File: src/rtl/elm_layer_sequencer_if.sv
// elm_layer_sequencer_if
// Bundles every handshake and data signal of the layer sequencer into one
// interface. The widths follow the layer geometry.
//   slave  : the sequencer's view (receives in_*, nrn_out*, out_ready).
//   master : the environment's view (input source, neuron array, consumer).
// Signals:
//   in_data/in_valid/in_ready         input-vector element stream
//   nrn_input/nrn_input_valid         broadcast to every neuron
//   nrn_outvalid/nrn_out              per-neuron result strobes and values
//   out_data/out_valid/out_ready/out_last  serialized result stream
//   busy/frame_done/timeout_err       status
interface elm_layer_sequencer_if #(
  parameter int numNeurons = 30,
  parameter int dataWidth  = 16,
  parameter int outWidth   = 16
);
  logic [dataWidth-1:0]           in_data;
  logic                           in_valid;
  logic                           in_ready;
  logic [dataWidth-1:0]           nrn_input;
  logic                           nrn_input_valid;
  logic [numNeurons-1:0]          nrn_outvalid;
  logic [numNeurons*outWidth-1:0] nrn_out;
  logic [outWidth-1:0]            out_data;
  logic                           out_valid;
  logic                           out_ready;
  logic                           out_last;
  logic                           busy;
  logic                           frame_done;
  logic                           timeout_err;

  modport slave (
    input  in_data, in_valid, nrn_outvalid, nrn_out, out_ready,
    output in_ready, nrn_input, nrn_input_valid, out_data, out_valid,
           out_last, busy, frame_done, timeout_err
  );

  modport master (
    output in_data, in_valid, nrn_outvalid, nrn_out, out_ready,
    input  in_ready, nrn_input, nrn_input_valid, out_data, out_valid,
           out_last, busy, frame_done, timeout_err
  );
endinterface

File: src/rtl/elm_layer_sequencer.sv
// elm_layer_sequencer
// Controller for one hidden layer of neurons sharing an input stream.
// Accepts one input vector of numWeight elements, broadcasts each accepted
// element to all neurons one cycle later, collects every neuron's single
// outvalid result into a capture buffer (with a timeout), then serializes the
// results in neuron order over a valid/ready stream.
// Ports:
//   clk  : clock, rising edge
//   rst  : synchronous active-high reset (also resets the neurons)
//   bus  : elm_layer_sequencer_if.slave, all data/handshake/status signals
module elm_layer_sequencer #(
  parameter int numNeurons    = 30,
  parameter int numWeight     = 128,
  parameter int dataWidth     = 16,
  parameter int outWidth      = 16,
  parameter int timeoutCycles = 64
) (
  input  logic                  clk,
  input  logic                  rst,
  elm_layer_sequencer_if.slave  bus
);

  localparam int BEAT_W = $clog2(numWeight) + 1;
  localparam int TMO_W  = $clog2(timeoutCycles) + 1;
  localparam int IDX_W  = (numNeurons > 1) ? $clog2(numNeurons) : 1;

  localparam logic [BEAT_W-1:0] LAST_BEAT = BEAT_W'(numWeight - 1);
  localparam logic [TMO_W-1:0]  LAST_TMO  = TMO_W'(timeoutCycles - 1);
  localparam logic [IDX_W-1:0]  LAST_IDX  = IDX_W'(numNeurons - 1);

  localparam logic [1:0] S_IDLE   = 2'd0;
  localparam logic [1:0] S_STREAM = 2'd1;
  localparam logic [1:0] S_WAIT   = 2'd2;
  localparam logic [1:0] S_DRAIN  = 2'd3;

  logic [1:0]            state;
  logic [BEAT_W-1:0]     beat;
  logic [TMO_W-1:0]      tmo;
  logic [IDX_W-1:0]      idx;
  logic [numNeurons-1:0] done;
  logic [outWidth-1:0]   cap [numNeurons];

  logic [dataWidth-1:0]  nrn_input_r;
  logic                  nrn_input_valid_r;
  logic                  frame_done_r;
  logic                  timeout_err_r;

  // Completion must include neurons reporting in this very cycle so that
  // WAIT->DRAIN happens right after the last capture.
  logic [numNeurons-1:0] done_next;
  logic                  all_done;
  logic                  tmo_hit;
  logic                  accept;

  assign done_next = done | bus.nrn_outvalid;
  assign all_done  = &done_next;
  assign tmo_hit   = (tmo == LAST_TMO);

  // Stream-side handshake depends on state only.
  assign bus.in_ready = (state == S_STREAM);
  assign accept       = bus.in_valid && bus.in_ready;

  assign bus.nrn_input       = nrn_input_r;
  assign bus.nrn_input_valid = nrn_input_valid_r;
  assign bus.busy            = (state != S_IDLE);
  assign bus.frame_done      = frame_done_r;
  assign bus.timeout_err     = timeout_err_r;

  // Output stream is a pure function of state, idx and cap, so it holds
  // steady under backpressure and has no path from out_ready.
  assign bus.out_valid = (state == S_DRAIN);
  assign bus.out_data  = (state == S_DRAIN) ? cap[idx] : '0;
  assign bus.out_last  = (state == S_DRAIN) && (idx == LAST_IDX);

  // NOTE: sequential state uses non-blocking assignments only, so every
  // register samples the pre-edge values regardless of statement order.
  always_ff @(posedge clk) begin
    if (rst) begin
      state             <= S_IDLE;
      beat              <= '0;
      tmo               <= '0;
      idx               <= '0;
      done              <= '0;
      nrn_input_r       <= '0;
      nrn_input_valid_r <= 1'b0;
      frame_done_r      <= 1'b0;
      timeout_err_r     <= 1'b0;
    end else begin
      // Single-cycle strobes default low every cycle.
      nrn_input_valid_r <= 1'b0;
      frame_done_r      <= 1'b0;

      case (state)
        S_IDLE: begin
          // The element presented now is not consumed; it is taken in STREAM.
          if (bus.in_valid) state <= S_STREAM;
        end

        S_STREAM: begin
          if (accept) begin
            nrn_input_r       <= bus.in_data;
            nrn_input_valid_r <= 1'b1;
            beat              <= beat + 1'b1;
            if (beat == LAST_BEAT) begin
              state <= S_WAIT;
              tmo   <= '0;
            end
          end
        end

        S_WAIT: begin
          done <= done_next;
          if (all_done) begin
            state <= S_DRAIN;
          end else if (tmo_hit) begin
            timeout_err_r <= 1'b1;
            state         <= S_DRAIN;
          end else begin
            tmo <= tmo + 1'b1;
          end
        end

        S_DRAIN: begin
          if (bus.out_ready) begin
            if (idx == LAST_IDX) begin
              state        <= S_IDLE;
              frame_done_r <= 1'b1;
              idx          <= '0;
              done         <= '0;
              beat         <= '0;
              tmo          <= '0;
            end else begin
              idx <= idx + 1'b1;
            end
          end
        end

        default: state <= S_IDLE;
      endcase
    end
  end

  // Capture buffer. Several neurons may report in one cycle; a repeat report
  // overwrites. On timeout, neurons that never reported read back as zero so
  // stale results from an earlier frame never leak downstream.
  // NOTE: this small register array is cleared by reset on purpose; it is
  // flops, not a RAM macro, so the reset costs nothing structurally.
  always_ff @(posedge clk) begin
    if (rst) begin
      for (int i = 0; i < numNeurons; i++) cap[i] <= '0;
    end else if (state == S_WAIT) begin
      for (int i = 0; i < numNeurons; i++) begin
        if (bus.nrn_outvalid[i]) begin
          cap[i] <= bus.nrn_out[i*outWidth +: outWidth];
        end else if (!all_done && tmo_hit && !done[i]) begin
          cap[i] <= '0;
        end
      end
    end
  end

endmodule

File: src/flat_wrapper.sv
// flat-port wrapper written by rule: the top's interface ports become plain ports
module elm_layer_sequencer_flat 
#(
  parameter int numNeurons    = 30,
  parameter int numWeight     = 128,
  parameter int dataWidth     = 16,
  parameter int outWidth      = 16,
  parameter int timeoutCycles = 64
)
  (clk, rst, bus_in_data, bus_in_valid, bus_nrn_outvalid, bus_nrn_out, bus_out_ready, bus_in_ready, bus_nrn_input, bus_nrn_input_valid, bus_out_data, bus_out_valid, bus_out_last, bus_busy, bus_frame_done, bus_timeout_err);
  elm_layer_sequencer_if #(.numNeurons(numNeurons), .dataWidth(dataWidth), .outWidth(outWidth)) bus_i ();
  input  logic clk;
  input  logic rst;
  input wire logic [$bits(bus_i.in_data)-1:0] bus_in_data;
  input wire logic [$bits(bus_i.in_valid)-1:0] bus_in_valid;
  input wire logic [$bits(bus_i.nrn_outvalid)-1:0] bus_nrn_outvalid;
  input wire logic [$bits(bus_i.nrn_out)-1:0] bus_nrn_out;
  input wire logic [$bits(bus_i.out_ready)-1:0] bus_out_ready;
  output wire logic [$bits(bus_i.in_ready)-1:0] bus_in_ready;
  output wire logic [$bits(bus_i.nrn_input)-1:0] bus_nrn_input;
  output wire logic [$bits(bus_i.nrn_input_valid)-1:0] bus_nrn_input_valid;
  output wire logic [$bits(bus_i.out_data)-1:0] bus_out_data;
  output wire logic [$bits(bus_i.out_valid)-1:0] bus_out_valid;
  output wire logic [$bits(bus_i.out_last)-1:0] bus_out_last;
  output wire logic [$bits(bus_i.busy)-1:0] bus_busy;
  output wire logic [$bits(bus_i.frame_done)-1:0] bus_frame_done;
  output wire logic [$bits(bus_i.timeout_err)-1:0] bus_timeout_err;
  assign bus_i.in_data = bus_in_data;
  assign bus_i.in_valid = bus_in_valid;
  assign bus_i.nrn_outvalid = bus_nrn_outvalid;
  assign bus_i.nrn_out = bus_nrn_out;
  assign bus_i.out_ready = bus_out_ready;
  assign bus_in_ready = bus_i.in_ready;
  assign bus_nrn_input = bus_i.nrn_input;
  assign bus_nrn_input_valid = bus_i.nrn_input_valid;
  assign bus_out_data = bus_i.out_data;
  assign bus_out_valid = bus_i.out_valid;
  assign bus_out_last = bus_i.out_last;
  assign bus_busy = bus_i.busy;
  assign bus_frame_done = bus_i.frame_done;
  assign bus_timeout_err = bus_i.timeout_err;
  elm_layer_sequencer #(.numNeurons(numNeurons), .numWeight(numWeight), .dataWidth(dataWidth), .outWidth(outWidth), .timeoutCycles(timeoutCycles)) u_core (.clk(clk), .rst(rst), .bus(bus_i));
endmodule
File: config.mk
export PLATFORM = sky130hd
export DESIGN_NAME = elm_layer_sequencer_flat
export DESIGN_NICKNAME = d
export VERILOG_FILES = /design/src/rtl/elm_layer_sequencer_if.sv /design/src/rtl/elm_layer_sequencer.sv /design/src/flat_wrapper.sv
export SDC_FILE = /design/constraint.sdc
export NUM_CORES = 1
export LEC_CHECK = 0
export CAP_MARGIN = 20
export CORE_AREA = 2 2 222 224
export CTS_BUF_LIST = sky130_fd_sc_hd__clkbuf_4 sky130_fd_sc_hd__clkbuf_8
export DETAILED_ROUTE_END_ITERATION = 12
export DIE_AREA = 0 0 224 226
export HOLD_SLACK_MARGIN = 0.1
export PLACE_DENSITY = 0.83
export SLEW_MARGIN = 20
export SYNTH_ARGS = -nofsm -noshare
export SYNTH_HDL_FRONTEND = slang
export SYNTH_SLANG_ARGS = --single-unit
export TNS_END_PERCENT = 1
File: constraint.sdc
create_clock -name clk -period 4 [get_ports clk]
set_input_delay 0.8 -clock clk [delete_from_list [all_inputs] [get_ports clk]]
set_output_delay 0.8 -clock clk [all_outputs]
set_load 0.02 [all_outputs]
==> run summary <==
The fmax was 246 MHz; the number of DRC violations after detailed routing was 0. The final core area utilization was 0.691; the worst stage delay on the critical path was 0.52 ns. Post-DP HPWL: 64400 um. Setup repair after global routing could not meet its margin everywhere.

The worst path in the final design needs a cycle of 4.07 ns, including I/O delays and setup. Clock-pin slew was measured on the worst setup and hold paths at 0.06 ns. The total count of hold-check failures in the final report is 0. The longest clock path from root to sink contains 3 buffers.

Across all layers, the routed design uses 18900 vias. The worst-case IR drop observed on VDD is 0.258 mV. The leakage power is 0.0129 uW.

The clock reaches the later pin of the worst-skew pair after 0.68 ns. The run gives -0.0677 ns as the post-layout worst setup margin. Summing every instance area after synthesis gives 25200 sq um. The first-pass iteration count of the detailed router came out at 5. Startpoint kind of the worst setup timing path: a flop. TritonCTS built the clock tree.

569 I/O pins were placed. The wire length per cell after detailed routing was 29.2 um. The tools report the die area as 50600 sq um. The detailed router used layers up to and including met5. Of all nets on the critical path, the largest fanout is 15. The clock net in this run drives a total of 556 sinks.

The transition at the pin with the smallest max-transition slack is 0.936 ns. The tools report the via count of the first global-routing pass as 18800. The cell sitting at the root of the clock tree is a clkbuf_8. After routing the design area is 33400 sq um. By instance count, the cell type seen most on the critical path is mux4_2. The Yosys step of the flow raised 0 warnings. Floorplan core area: 48300 sq um. The critical path goes through buf_12 -> bufbuf_16 -> mux4_2 -> mux4_2 -> nand2_1 -> o21ai_0 -> clkdlybuf4s15_1.

After detailed routing, the number of vias per cell comes to 6.25. The tools report the max-cap check violation count as 0. The slack of the worst reg-to-reg path was 1.15 ns. The logs give 3 for the H-tree depth and 2437 for the number of DRC violations after detailed-routing iteration 0. The detail route stage leaves a number of antenna-violating nets equal to 0. After detailed placement, the design holds a cell count of 2859. The total stage count of the critical path came out at 7.

The share of synthesized flip-flops with an asynchronous set or reset was 0; the post-cts hold buffer count was 0. The synthesized netlist cell count is 1763, and the residual overflow from global routing is 0. The register area share after synthesis was 0.633; the initial standard-cell utilization of the core was 0.521. Excluding fillers, the count of instances in the completed layout stands at 3026. The number of flops mapped to enable cells by yosys works out to 480. The critical path's top delay family was multiplexers. The synthesized flop and latch total was 556; the largest net degree at the start of global routing was 131. In the synthesized netlist the dominant register cell turns out to be edfxtp_1. The tightest min-delay check is of the flop to flop type.

After detailed placement, the total cell area comes to 31500 sq um. At the end of routability-driven placement, the weighted congestion stood at 0.961. For the worst setup path, the data required time is 3.20 ns.

The initial antenna violation count came out at 10. The die width is 224 um, and the final worst-path cycle share is 1.02. The setup clock skew after layout is 0.0234 ns, and the number of stages on the worst hold path is 2. The top cell types in the final layout, fill and taps aside, are clkdlybuf4s50_1, edfxtp_1, and3_1. The run finished, with violations left.

Dividing total power by cell area gives a power density of 455 nW/um^2. The first global-routing pass estimated 124000 um of wire. Setup violations remaining at the end of the flow were counted as 8. The tools report the timing endpoint of the critical path as bus_out_data[2]. The global router's overall resource usage is 0.345, and the length in cells of the worst reg-to-reg path is 6. A synthesized cell averages 14.3 sq um.

The endpoint kind of the worst setup timing path was an output port. Overall power consumption after layout is estimated at 15200 uW. The final reports fail on negative setup slack. Final routed wirelength across all metal layers: 88400 um. Normalized max-slew margin: 0.376. In this run the critical register-to-register path is captured at u_core.cap[12][4]. The amount of wire on met3 after detailed routing came out at 9820 um. The floorplan step set the die height to 226 um. In this run the critical register-to-register path is launched from u_core.state[0].

Buffers placed on the I/O ports in this run total 568. Relative to the synthesized area, the layout overhead comes to 32.7%. Share of final-layout standard cells stronger than drive strength 1: 0.149. The total number of nets in the final design was 2871; the total met2 wirelength after detailed routing was 43200 um. The slowest stage of the critical path is the mux4_2 cell. The number of clock buffers added by TritonCTS is 88.

Synthesis produced a netlist with a net count of 2302. The library cell used most frequently in the layout, excluding fill and tap cells, is clkdlybuf4s50_1. The detailed router put a total of 31400 um of wire on met1.

The critical path in this run is classified as flop to output port. The run gives 0 as the number of max-slew violations in the final report. The worst endpoint data arrival time was 3.27 ns. The critical path contains buffers and inverters numbering 3 combined.

The initialized floorplan defines 81 standard-cell rows. For the number of distinct library cell variants in the gate-level netlist after synthesis, the log shows 46.
==> power breakdown <==
part | switching (uW) | leakage (uW) | internal, uW
logic | 1610 | 0.00638 | 1310
clock network | 2270 | 0.000908 | 2530
registers | 271 | 0.00557 | 7210
total | 4150 | 0.0129 | 11100
==> worst min-delay path, cell delays in order (launching register included) <==
cell,delay [ns]
dfxtp_1,0.31
nand2_1,0.05
a21oi_1,0.05
==> stage by stage <==
| step | TNS (ns) | setup slack (ns) | hold slack (ns) |
|---|---|---|---|
| after floorplan | 0 | 1.13 | 0.437 |
| after CTS | -0.481 | -0.0719 | 0.460 |
| final | -0.263 | -0.0677 | 0.461 |
| after global routing | -0.644 | -0.0918 | 0.477 |
| after global placement | 0 | 0.249 | 0.445 |
| after detailed placement | 0 | 0.259 | 0.452 |
==> how the worst min path moves through the flow <==
| stage | from | to | slack [ns] |
|---|---|---|---|
| 2_1_floorplan | u_core.done[0] | u_core.done[0] | 0.44 |
| 3_3_place_gp | u_core.bus.nrn_input[15] | u_core.bus.nrn_input[15] | 0.44 |
| 3_5_place_dp | u_core.bus.nrn_input[13] | u_core.bus.nrn_input[13] | 0.45 |
| 4_1_cts | u_core.bus.nrn_input[13] | u_core.bus.nrn_input[13] | 0.46 |
| 5_1_grt | u_core.bus.nrn_input[7] | u_core.bus.nrn_input[7] | 0.48 |
| 6_report | u_core.bus.nrn_input[11] | u_core.bus.nrn_input[11] | 0.46 |
==> cell type report <==
type                            instances  area, sq um
Sequential cell                       556        15900
Clock buffer                          128         1540
Tap cell                              622          778
Multi-Input combinational cell       1056         8610
Timing Repair Buffer                  624         6340
Antenna cell                            7         17.5
Inverter                                6         22.5
Fill cell                            3250        14900
Clock inverter                         27          153
==> Yosys cell counts (9+ instances only) <==
library cell,count,area (sq um)
edfxtp_1,480,14400
and3_1,295,1850
and2_1,196,1230
mux4_2,128,2880
nor2_1,112,420
clkbuf_1,91,342
dfxtp_1,76,1520
a21oi_1,73,365
nand2_1,67,251
mux2i_1,34,340
a221o_1,30,300
buf_2,26,130
o21ai_0,18,90.1
buf_1,17,63.8
a22oi_1,14,105
ha_1,9,113
==> flip-flops by register name, indices dropped and copies added, names as in the netlist, named ones only <==
| register | count |
|---|---|
| u_core.idx | 5 |
| u_core.bus.nrn_input | 16 |
| u_core.done | 30 |
| u_core.tmo | 7 |
| u_core.bus.timeout_err | 1 |
| u_core.beat | 8 |
| u_core.bus.nrn_input_valid | 1 |
| u_core.state | 2 |
| u_core.cap | 480 |
| u_core.bus.frame_done | 1 |
==> kinds of logic after synthesis <==
kind of cell | after synthesis | share of synthesized area
simple gates | 713 | 0.160
buf+inv | 151 | 0.0260
compound gates | 164 | 0.0459
xor+xnor | 8 | 0.00278
flops | 556 | 0.633
mux | 162 | 0.128
fa+ha+maj | 9 | 0.00447
==> per-layer routing <==
layer  vias to the layer above  GRT usage
li1                       7892          -
met1                      9278      0.443
met2                      1524      0.575
met3                       205     0.0690
met4                         8      0.151
met5                         -          0
==> repair_timing <==
item                       in CTS  in global routing
gates resized for setup        38                  6
setup endpoints to repair      16                 14
pin swaps                       0                  0
buffers inserted                2                  0
hold endpoints to repair        0                  0
gates cloned                    3                  0
No activity file was read; power rests on OpenSTA's default activity.
